$ cat src/rtl/instr_encode_loader.sv
// rtl/instr_encode_loader.sv - MIPS field encoder and instruction-memory loader
// Packs decoded fields into 32-bit words and writes them to consecutive addresses.
module instr_encode_loader #(
  parameter int                ADDR_W    = 8,
  parameter logic [ADDR_W-1:0] BASE_ADDR = '0
) (
  input  logic              clk,
  input  logic              rst_n,
  input  logic              load_start,
  input  logic              load_end,
  input  logic              in_valid,
  output logic              in_ready,
  input  logic [2:0]        in_op,
  input  logic [4:0]        in_rs,
  input  logic [4:0]        in_rt,
  input  logic [4:0]        in_rd,
  input  logic [4:0]        in_shamt,
  input  logic [5:0]        in_funct,
  input  logic [15:0]       in_imm,
  output logic              imem_we,
  output logic [ADDR_W-1:0] imem_addr,
  output logic [31:0]       imem_wdata,
  output logic [ADDR_W:0]   word_count,
  output logic              busy,
  output logic              full,
  output logic              err_illegal
);

  typedef enum logic [1:0] {IDLE, LOAD, DONE} state_t;

  localparam logic [ADDR_W:0] ONE = 1;

  state_t              state_q;
  logic                we_q;
  logic [ADDR_W-1:0]   addr_q;
  logic [31:0]         wdata_q;
  logic [ADDR_W:0]     count_q;
  logic                full_q;
  logic                err_q;

  logic                accept;
  logic                enc_legal;
  logic [31:0]         enc_word;
  logic [ADDR_W:0]     count_d;

  assign in_ready = (state_q == LOAD) && !full_q && !load_start;
  assign accept   = in_valid && in_ready;
  assign count_d  = count_q + ONE;

  always_comb begin
    enc_legal = 1'b1;
    enc_word  = '0;
    case (in_op)
      3'd0:    enc_word = {6'b000000, in_rs, in_rt, in_rd, in_shamt, in_funct};
      3'd1:    enc_word = {6'b100011, in_rs, in_rt, in_imm};
      3'd2:    enc_word = {6'b101011, in_rs, in_rt, in_imm};
      3'd3:    enc_word = {6'b000100, in_rs, in_rt, in_imm};
      3'd4:    enc_word = {6'b001000, in_rs, in_rt, in_imm};
      default: enc_legal = 1'b0;
    endcase
  end

  always_ff @(posedge clk or negedge rst_n) begin
    if (!rst_n) begin
      state_q <= IDLE;
      we_q    <= 1'b0;
      addr_q  <= '0;
      wdata_q <= '0;
      count_q <= '0;
      full_q  <= 1'b0;
      err_q   <= 1'b0;
    end else begin
      we_q <= 1'b0;
      if (load_start) begin
        // Restart wins over load_end and the handshake; a pending strobe already left.
        state_q <= LOAD;
        count_q <= '0;
        full_q  <= 1'b0;
        err_q   <= 1'b0;
      end else begin
        if (accept) begin
          if (enc_legal) begin
            we_q    <= 1'b1;
            addr_q  <= BASE_ADDR + count_q[ADDR_W-1:0];
            wdata_q <= enc_word;
            count_q <= count_d;
            full_q  <= count_d[ADDR_W];
          end else begin
            err_q <= 1'b1;
          end
        end
        if (state_q == LOAD && load_end) state_q <= DONE;
      end
    end
  end

  assign imem_we     = we_q;
  assign imem_addr   = addr_q;
  assign imem_wdata  = wdata_q;
  assign word_count  = count_q;
  assign busy        = (state_q == LOAD);
  assign full        = full_q;
  assign err_illegal = err_q;

endmodule
$ cat config.mk
export PLATFORM = sky130hd
export DESIGN_NAME = instr_encode_loader
export DESIGN_NICKNAME = d
export VERILOG_FILES = /design/src/rtl/instr_encode_loader.sv
export SDC_FILE = /design/constraint.sdc
export NUM_CORES = 1
export LEC_CHECK = 0
export CAP_MARGIN = 20
export CORE_ASPECT_RATIO = 1.75
export CORE_MARGIN = 2
export CORE_UTILIZATION = 41
export DETAILED_ROUTE_END_ITERATION = 6
export PLACE_DENSITY_LB_ADDON = 0.2
export SLEW_MARGIN = 20
export SYNTH_ARGS = -nofsm -noshare
export SYNTH_HDL_FRONTEND = slang
export SYNTH_SLANG_ARGS = --single-unit
$ cat constraint.sdc
create_clock -name clk -period 1.8 [get_ports clk]
set_input_delay 0.45 -clock clk [delete_from_list [all_inputs] [get_ports clk]]
set_output_delay 0.45 -clock clk [all_outputs]
set_load 0.01 [all_outputs]
==> summary.md, run 1 <==
| Metric | Value |
|---|---|
| Die area | `6122 um^2` |
| Initial antenna violation count | `0` |
| Slowest Stage Delay on Critical Path | `roughly 560 ps` |
| # clock sinks | `50` |
| Top_reg_cell synth | `dfrtp_1` |
| Post-synth ARST share | `100.0%` |
| RSZ-0062 raised after global routing | `false` |
| Setup Viol. Count Final | `0` |
| Width of the die | `60.01 um` |
| Min Clock Period, post-route | `1747 ps` |
| Power per standard cell area | `893.0 nW/um^2` |
| F_max | `572.3 MHz` |
| Kind of critical path | `flop to output pin` |
| Status | `finished clean` |
| Mapped Nets | `283` |
| Initial core utilization | `42.48%` |
| Final WL | `5362 um` |
| Total number of vias | `1997` |
| Via density | `4.732` |
| DRC Markers | `0` |
| Synth Instances | `232` |
| Distinct cell type count after synthesis | `34` |
| CTS tree | `done` |
| Clk_skew | `6.924 ps` |
| Number of global-route vias before repair | `between 1500 and 2000` |
| Max-cap violations | `0` |
| Number of synthesized register bits | `50` |
| Crit-path max FO | `5` |
| I/O Buffers | `102` |
| Initial DRC count | `35` |
| Warnings from Yosys | `0` |
| Clock Path Buffers | `2` |
| DP Worst Slack | `-452.5 ps` |
| Layout Nets | `398` |
| Ports | `104` |
| Post-DP HPWL | `4113 um` |
| Min-delay worst type | `input pin to async pin` |
| Largest net degree at the start of global routing | `51` |
| Final GP Congestion | `0.7359` |
| Final core occ | `roughly two thirds` |
| CTS Hold Bufs | `0` |
| Share of cells above drive strength 1 | `12.36%` |
| Avg Inst Size Synth | `9.702 um^2` |
| CTS clk-pin slew, worst paths | `80 ps` |
| Final Hold Fails | `0` |
| Grt ovf | `0` |
| CP endpoint kind | `output pin` |
| Cells along the critical path | `clkdlybuf4s50_1` |
| Leakage power | `1.639 nW` |
| Global Route Usage Sum | `19.21%` |
| Global-route wire length before repair | `slightly below 9000 um` |
| Post-DRT Antenna Nets | `0` |
| Worst Path Required | `1350 ps` |
| Worst Path Buf+Inv | `1` |
| # H-tree levels | `2` |
| P&R area growth vs syn | `61.20%` |
| Number of flops mapped to enable cells by yosys | `0` |
| Ant. Diodes | `0` |
| Placed Cells | `412` |
| Non-filler cells, final | `between 400 and 500` |
| Post-synthesis sequential area ratio | `55.59%` |
| Mapped Area | `2251 um^2` |
| Final worst slack | `52.68 ps` |
| Nature of the critical path startpoint | `flop` |
| Die height | `102.0 um` |
| Tcrit/Tclk final | `97.07%` |
| Wirelength per Cell | `12.71 um` |
| Worst hold slack | `123.8 ps` |
| Top delay family on crit path | `buffers and inverters` |
| Design Power | `~3.2 mW` |
| CP arrival | `around 1300 ps` |
| Worst skew pair latency | `about 300 ps` |
| Drt pass-1 iters | `4` |
| CP max-delay cell | `clkdlybuf4s50_1` |
| Total CTS buffers | `5` |
| Root buffer cell | `clkbuf_8` |
| Row Count | `35` |
| Slew Viols, Final | `0` |
| VDD IR max | `roughly 0.54 mV` |
| Core Area | `5299 um^2` |
==> sequential cells by signal (all words and copies together) (netlist names) <==
register     count
imem_addr        8
imem_wdata      29
word_count       9
state_q          2
err_illegal      1
imem_we          1
==> layer usage <==
metal,vias up,global-route usage [%],wire length [um]
li1,989,-,-
met1,945,19.82,1852
met2,57,35.79,3106
met3,6,5.190,322
met4,0,6.667,80
met5,-,0,0
==> per-stage QoR <==
step,area (um^2),setup TNS [ps]
after global placement,3470,-9070
after detailed placement,3470,-10560
after floorplan,2251,0
final,3628,0
after CTS,3622,0
after global routing,3628,0
==> path summary, 6_finish.rpt <==
kind                                                    to  cells past startpoint  slack (ps)                  startpoint
worst max-delay path                         word_count[7]                      1          50   word_count[7]$_DFFE_PN0P_
worst min-delay path                state_q[1]$_DFFE_PN0P_                      2         120                       rst_n
worst max register to register   word_count[7]$_DFFE_PN0P_                      6         120      state_q[1]$_DFFE_PN0P_
worst min register to register  imem_wdata[21]$_DFFE_PN0P_                      2         480  imem_wdata[21]$_DFFE_PN0P_
max in group asynchronous        word_count[0]$_DFFE_PN0P_                      2        1420                       rst_n
min in group clk                imem_wdata[21]$_DFFE_PN0P_                      2         480  imem_wdata[21]$_DFFE_PN0P_
==> synth_stat cells, types with 2 or more instances <==
cell | instances | area, um^2
or3_1 | 2 | 12.51
a21o_1 | 2 | 15.01
xnor2_1 | 2 | 17.52
clkbuf_1 | 10 | 37.54
o21ai_1 | 6 | 30.03
nand2_1 | 76 | 285.3
buf_2 | 2 | 10.01
xor2_1 | 4 | 35.03
a21oi_1 | 4 | 20.02
nand4_1 | 4 | 25.02
dfrtp_1 | 50 | 1251
o21ai_0 | 15 | 75.07
nor2_1 | 10 | 37.54
nand3_4 | 2 | 35.03
and3_1 | 2 | 12.51
inv_1 | 4 | 15.01
mux2i_1 | 16 | 160.2
buf_4 | 5 | 37.54
==> logic make-up (layout without fill, tap and decap cells) <==
| group | Yosys count | count (layout) | synth area share (%) |
|---|---|---|---|
| XOR/XNOR | 6 | 6 | 2.335 |
| AO/OA/AOI/OAI | 32 | 32 | 8.005 |
| other | 1 | 1 | 0.1666 |
| AND/OR/NAND/NOR | 104 | 104 | 21.62 |
| buffers and inverters | 22 | 138 | 4.614 |
| multiplexers | 16 | 16 | 7.115 |
| flip-flops | 50 | 50 | 55.59 |
| adder cells (fa/ha/maj) | 1 | 1 | 0.5558 |
==> cells in the final DEF, fill, tap and decap left out, types with 3 or more instances in the layout <==
cell	count
nand2_1	76
clkdlybuf4s50_1	98
inv_1	4
nand4_1	4
dfrtp_1	46
buf_12	3
clkbuf_8	6
a21oi_1	4
o21ai_1	6
o21ai_0	15
mux2i_1	16
dfrtp_2	4
nor2_1	10
xor2_1	4
buf_4	20
==> repair_timing <==
action                                  CTS  global route
endpoints found under the setup margin    5             4
resized for setup                         6             4
setup buffers                             2             0
==> layout make-up <==
type | instances | area, um^2
Clock buffer | 6 | 82.58
Multi-Input combinational cell | 160 | 895.9
Timing Repair Buffer | 125 | 1222
Fill cell | 422 | 1670
Clock inverter | 2 | 60.06
Inverter | 5 | 18.77
Sequential cell | 50 | 1256
Tap cell | 74 | 92.59
==> power by group <==
group / internal, mW / total, mW / switching (mW)
logic: 0.534 / 0.898 / 0.365
clock network: 0.592 / 0.950 / 0.358
registers: 1.29 / 1.39 / 0.0978
No activity file was read; power rests on OpenSTA's default activity.
==> inputs of run 2 (changes only) <==
--- a/config.mk
+++ b/config.mk
@@ -8,9 +8,10 @@
 export CAP_MARGIN = 20
 export CORE_ASPECT_RATIO = 1.75
 export CORE_MARGIN = 2
-export CORE_UTILIZATION = 41
+export CORE_UTILIZATION = 37
 export DETAILED_ROUTE_END_ITERATION = 6
 export PLACE_DENSITY_LB_ADDON = 0.2
+export SKIP_LAST_GASP = 1
 export SLEW_MARGIN = 20
 export SYNTH_ARGS = -nofsm -noshare
 export SYNTH_HDL_FRONTEND = slang
==> constraint.sdc (replaced) <==
create_clock -name clk -period 1.45 [get_ports clk]
set_input_delay 0.3625 -clock clk [delete_from_list [all_inputs] [get_ports clk]]
set_output_delay 0.3625 -clock clk [all_outputs]
set_load 0.01 [all_outputs]
==> summary.md, run 2 (synthesis gave the netlist of run 1 again) <==
| Metric | Value |
|---|---|
| Final GP Congestion | `0.7511` |
| CTS tree | `done` |
| # H-tree levels | `2` |
| Initial core utilization | `38.28%` |
| Die area | `slightly below 7000 um^2` |
| Layout Nets | `approximately 420` |
| Largest register FFs | `29` |
| Most common cell after layout, fill and taps aside | `dlygate4sd2_1` |
| Initial DRC count | `60` |
| VDD IR max | `0.7112 mV` |
| Setup Viol. Count Final | `45` |
| Worst hold slack | `approximately 470 ps` |
| Worst Path Required | `1640 ps` |
| # clock sinks | `50` |
| CP endpoint kind | `flop` |
| Power per standard cell area | `911.2 nW/um^2` |
| Final core occ | `70.87%` |
| Final WL | `between 6000 and 7000 um` |
| Placed Area | `roughly 3500 um^2` |
| Clk_skew | `4.412 ps` |
| F_max | `about 630 MHz` |
| Most frequent cells in the layout | `50 x dlygate4sd2_1, 48 x dfrtp_1, 47 x clkdlybuf4s50_1, 41 x nand2_1, 21 x buf_4` |
| I/O Buffers | `102` |
| Total CTS buffers | `5` |
| Drt pass-1 iters | `4` |
| Total number of vias | `2155` |
| Leakage power | `2.057 nW` |
| Ports | `104` |
| Grt ovf | `0` |
| Wirelength per Cell | `approximately 15 um` |
| Largest net degree at the start of global routing | `38` |
| Via density | `4.843` |
| P&R area growth vs syn | `85.10%` |
| Ant. Diodes | `0` |
| Worst skew pair latency | `300 ps` |
| Global-route wire length before repair | `10870 um` |
| Status | `finished with violations` |
| Row Count | `37` |
| Kind of critical path | `flop to flop` |
| Post-DRT Antenna Nets | `0` |
| RSZ-0062 raised after global routing | `true` |
| Min Clock Period, post-route | `approximately 1600 ps` |
| Final Cell Area | `4167 um^2` |
| CP arrival | `1780 ps` |
| Final worst slack | `-139.8 ps` |
| Share of cells above drive strength 1 | `32.70%` |
| Core Area | `5879 um^2` |
| Root buffer cell | `clkbuf_8` |
| Setup_tns | `-3933 ps` |
| Max-cap violations | `0` |
| Nature of the critical path startpoint | `flop` |
| Initial antenna violation count | `0` |
| Clock Path Buffers | `2` |
| Post-DP HPWL | `~4300 um` |
| DRC Markers | `0` |
| Global Route Usage Sum | `between 20% and 30%` |
| Failing checks | `negative setup slack` |
| Width of the die | `62.96 um` |
| Number of global-route vias before repair | `2286` |
| CTS clk-pin slew, worst paths | `roughly 90 ps` |
| Min-delay worst type | `flop to flop` |
| Tcrit/Tclk final | `109.6%` |
| Die height | `approximately 110 um` |
| Crit-path max FO | `8` |
| Slew Viols, Final | `0` |
| Final Hold Fails | `0` |
[run 2: final cells by class]
cell class                      count  area [um^2]
Fill cell                         457         1713
Clock inverter                      2        13.76
Sequential cell                    50         1254
Multi-Input combinational cell    160         1201
Inverter                            5        31.28
Timing Repair Buffer              144         1496
Clock buffer                        6        72.57
Tap cell                           78        97.59
[run 2: routing by layer]
metal  wire length (um)  up-vias  global-route usage (%)
li1                   -     1031                       -
met1               2456     1047                   22.34
met2               3982       68                   40.58
met3                262        9                   2.308
met4                121        0                   6.190
met5                  0        -                       0
[run 2: final timing paths]
check                                    startpoint                   endpoint  slack [ps]  depth (start not counted)
min reg2reg                imem_addr[5]$_DFFE_PN0P_   imem_addr[5]$_DFFE_PN0P_         470                          2
max in group asynchronous                     rst_n  word_count[2]$_DFFE_PN0P_         450                          3
min in group asynchronous                     rst_n  imem_wdata[6]$_DFFE_PN0P_         490                          2
min                        imem_addr[5]$_DFFE_PN0P_   imem_addr[5]$_DFFE_PN0P_         470                          2
max                          state_q[1]$_DFFE_PN0P_  imem_wdata[7]$_DFFE_PN0P_        -140                          7
max reg2reg                  state_q[1]$_DFFE_PN0P_  imem_wdata[7]$_DFFE_PN0P_        -140                          7
[run 2: stage by stage]
step | setup WS [ps] | cells | total power, mW
CTS | -163.6 | 440 | 3.684
global route | -237.8 | 445 | 4.005
global placement | -645.9 | 417 | 2.857
detailed placement | -639.0 | 417 | 2.893
finish | -139.8 | 445 | 3.797
floorplan | -258.8 | 232 | 2.168
[run 2: where the power goes]
group | switching [mW] | leakage (nW) | total (mW) | internal (mW)
combinational | 0.555 | 1.36 | 1.23 | 0.677
sequential | 0.167 | 0.647 | 1.77 | 1.61
clock | 0.450 | 0.0452 | 0.791 | 0.341
total | 1.17 | 2.06 | 3.80 | 2.62
[run 2: repair_timing]
| item | 4_1_cts | 5_1_grt |
|---|---|---|
| endpoints found under the hold margin | 13 | 0 |
| setup buffers | 7 | 8 |
| cloned | 7 | 1 |
| hold buffers | 1 | 0 |
| pin swaps | 27 | 18 |
| gates resized for setup | 121 | 52 |
| setup endpoints to repair | 101 | 51 |
[run 2: critical path, stage by stage, from the launching register on]
cell and delay, ps:
dfrtp_1 430, nor4b_4 310, buf_6 170, nand3_4 100, buf_12 180, clkbuf_16 160
nand2_1 70, o21ai_2 50
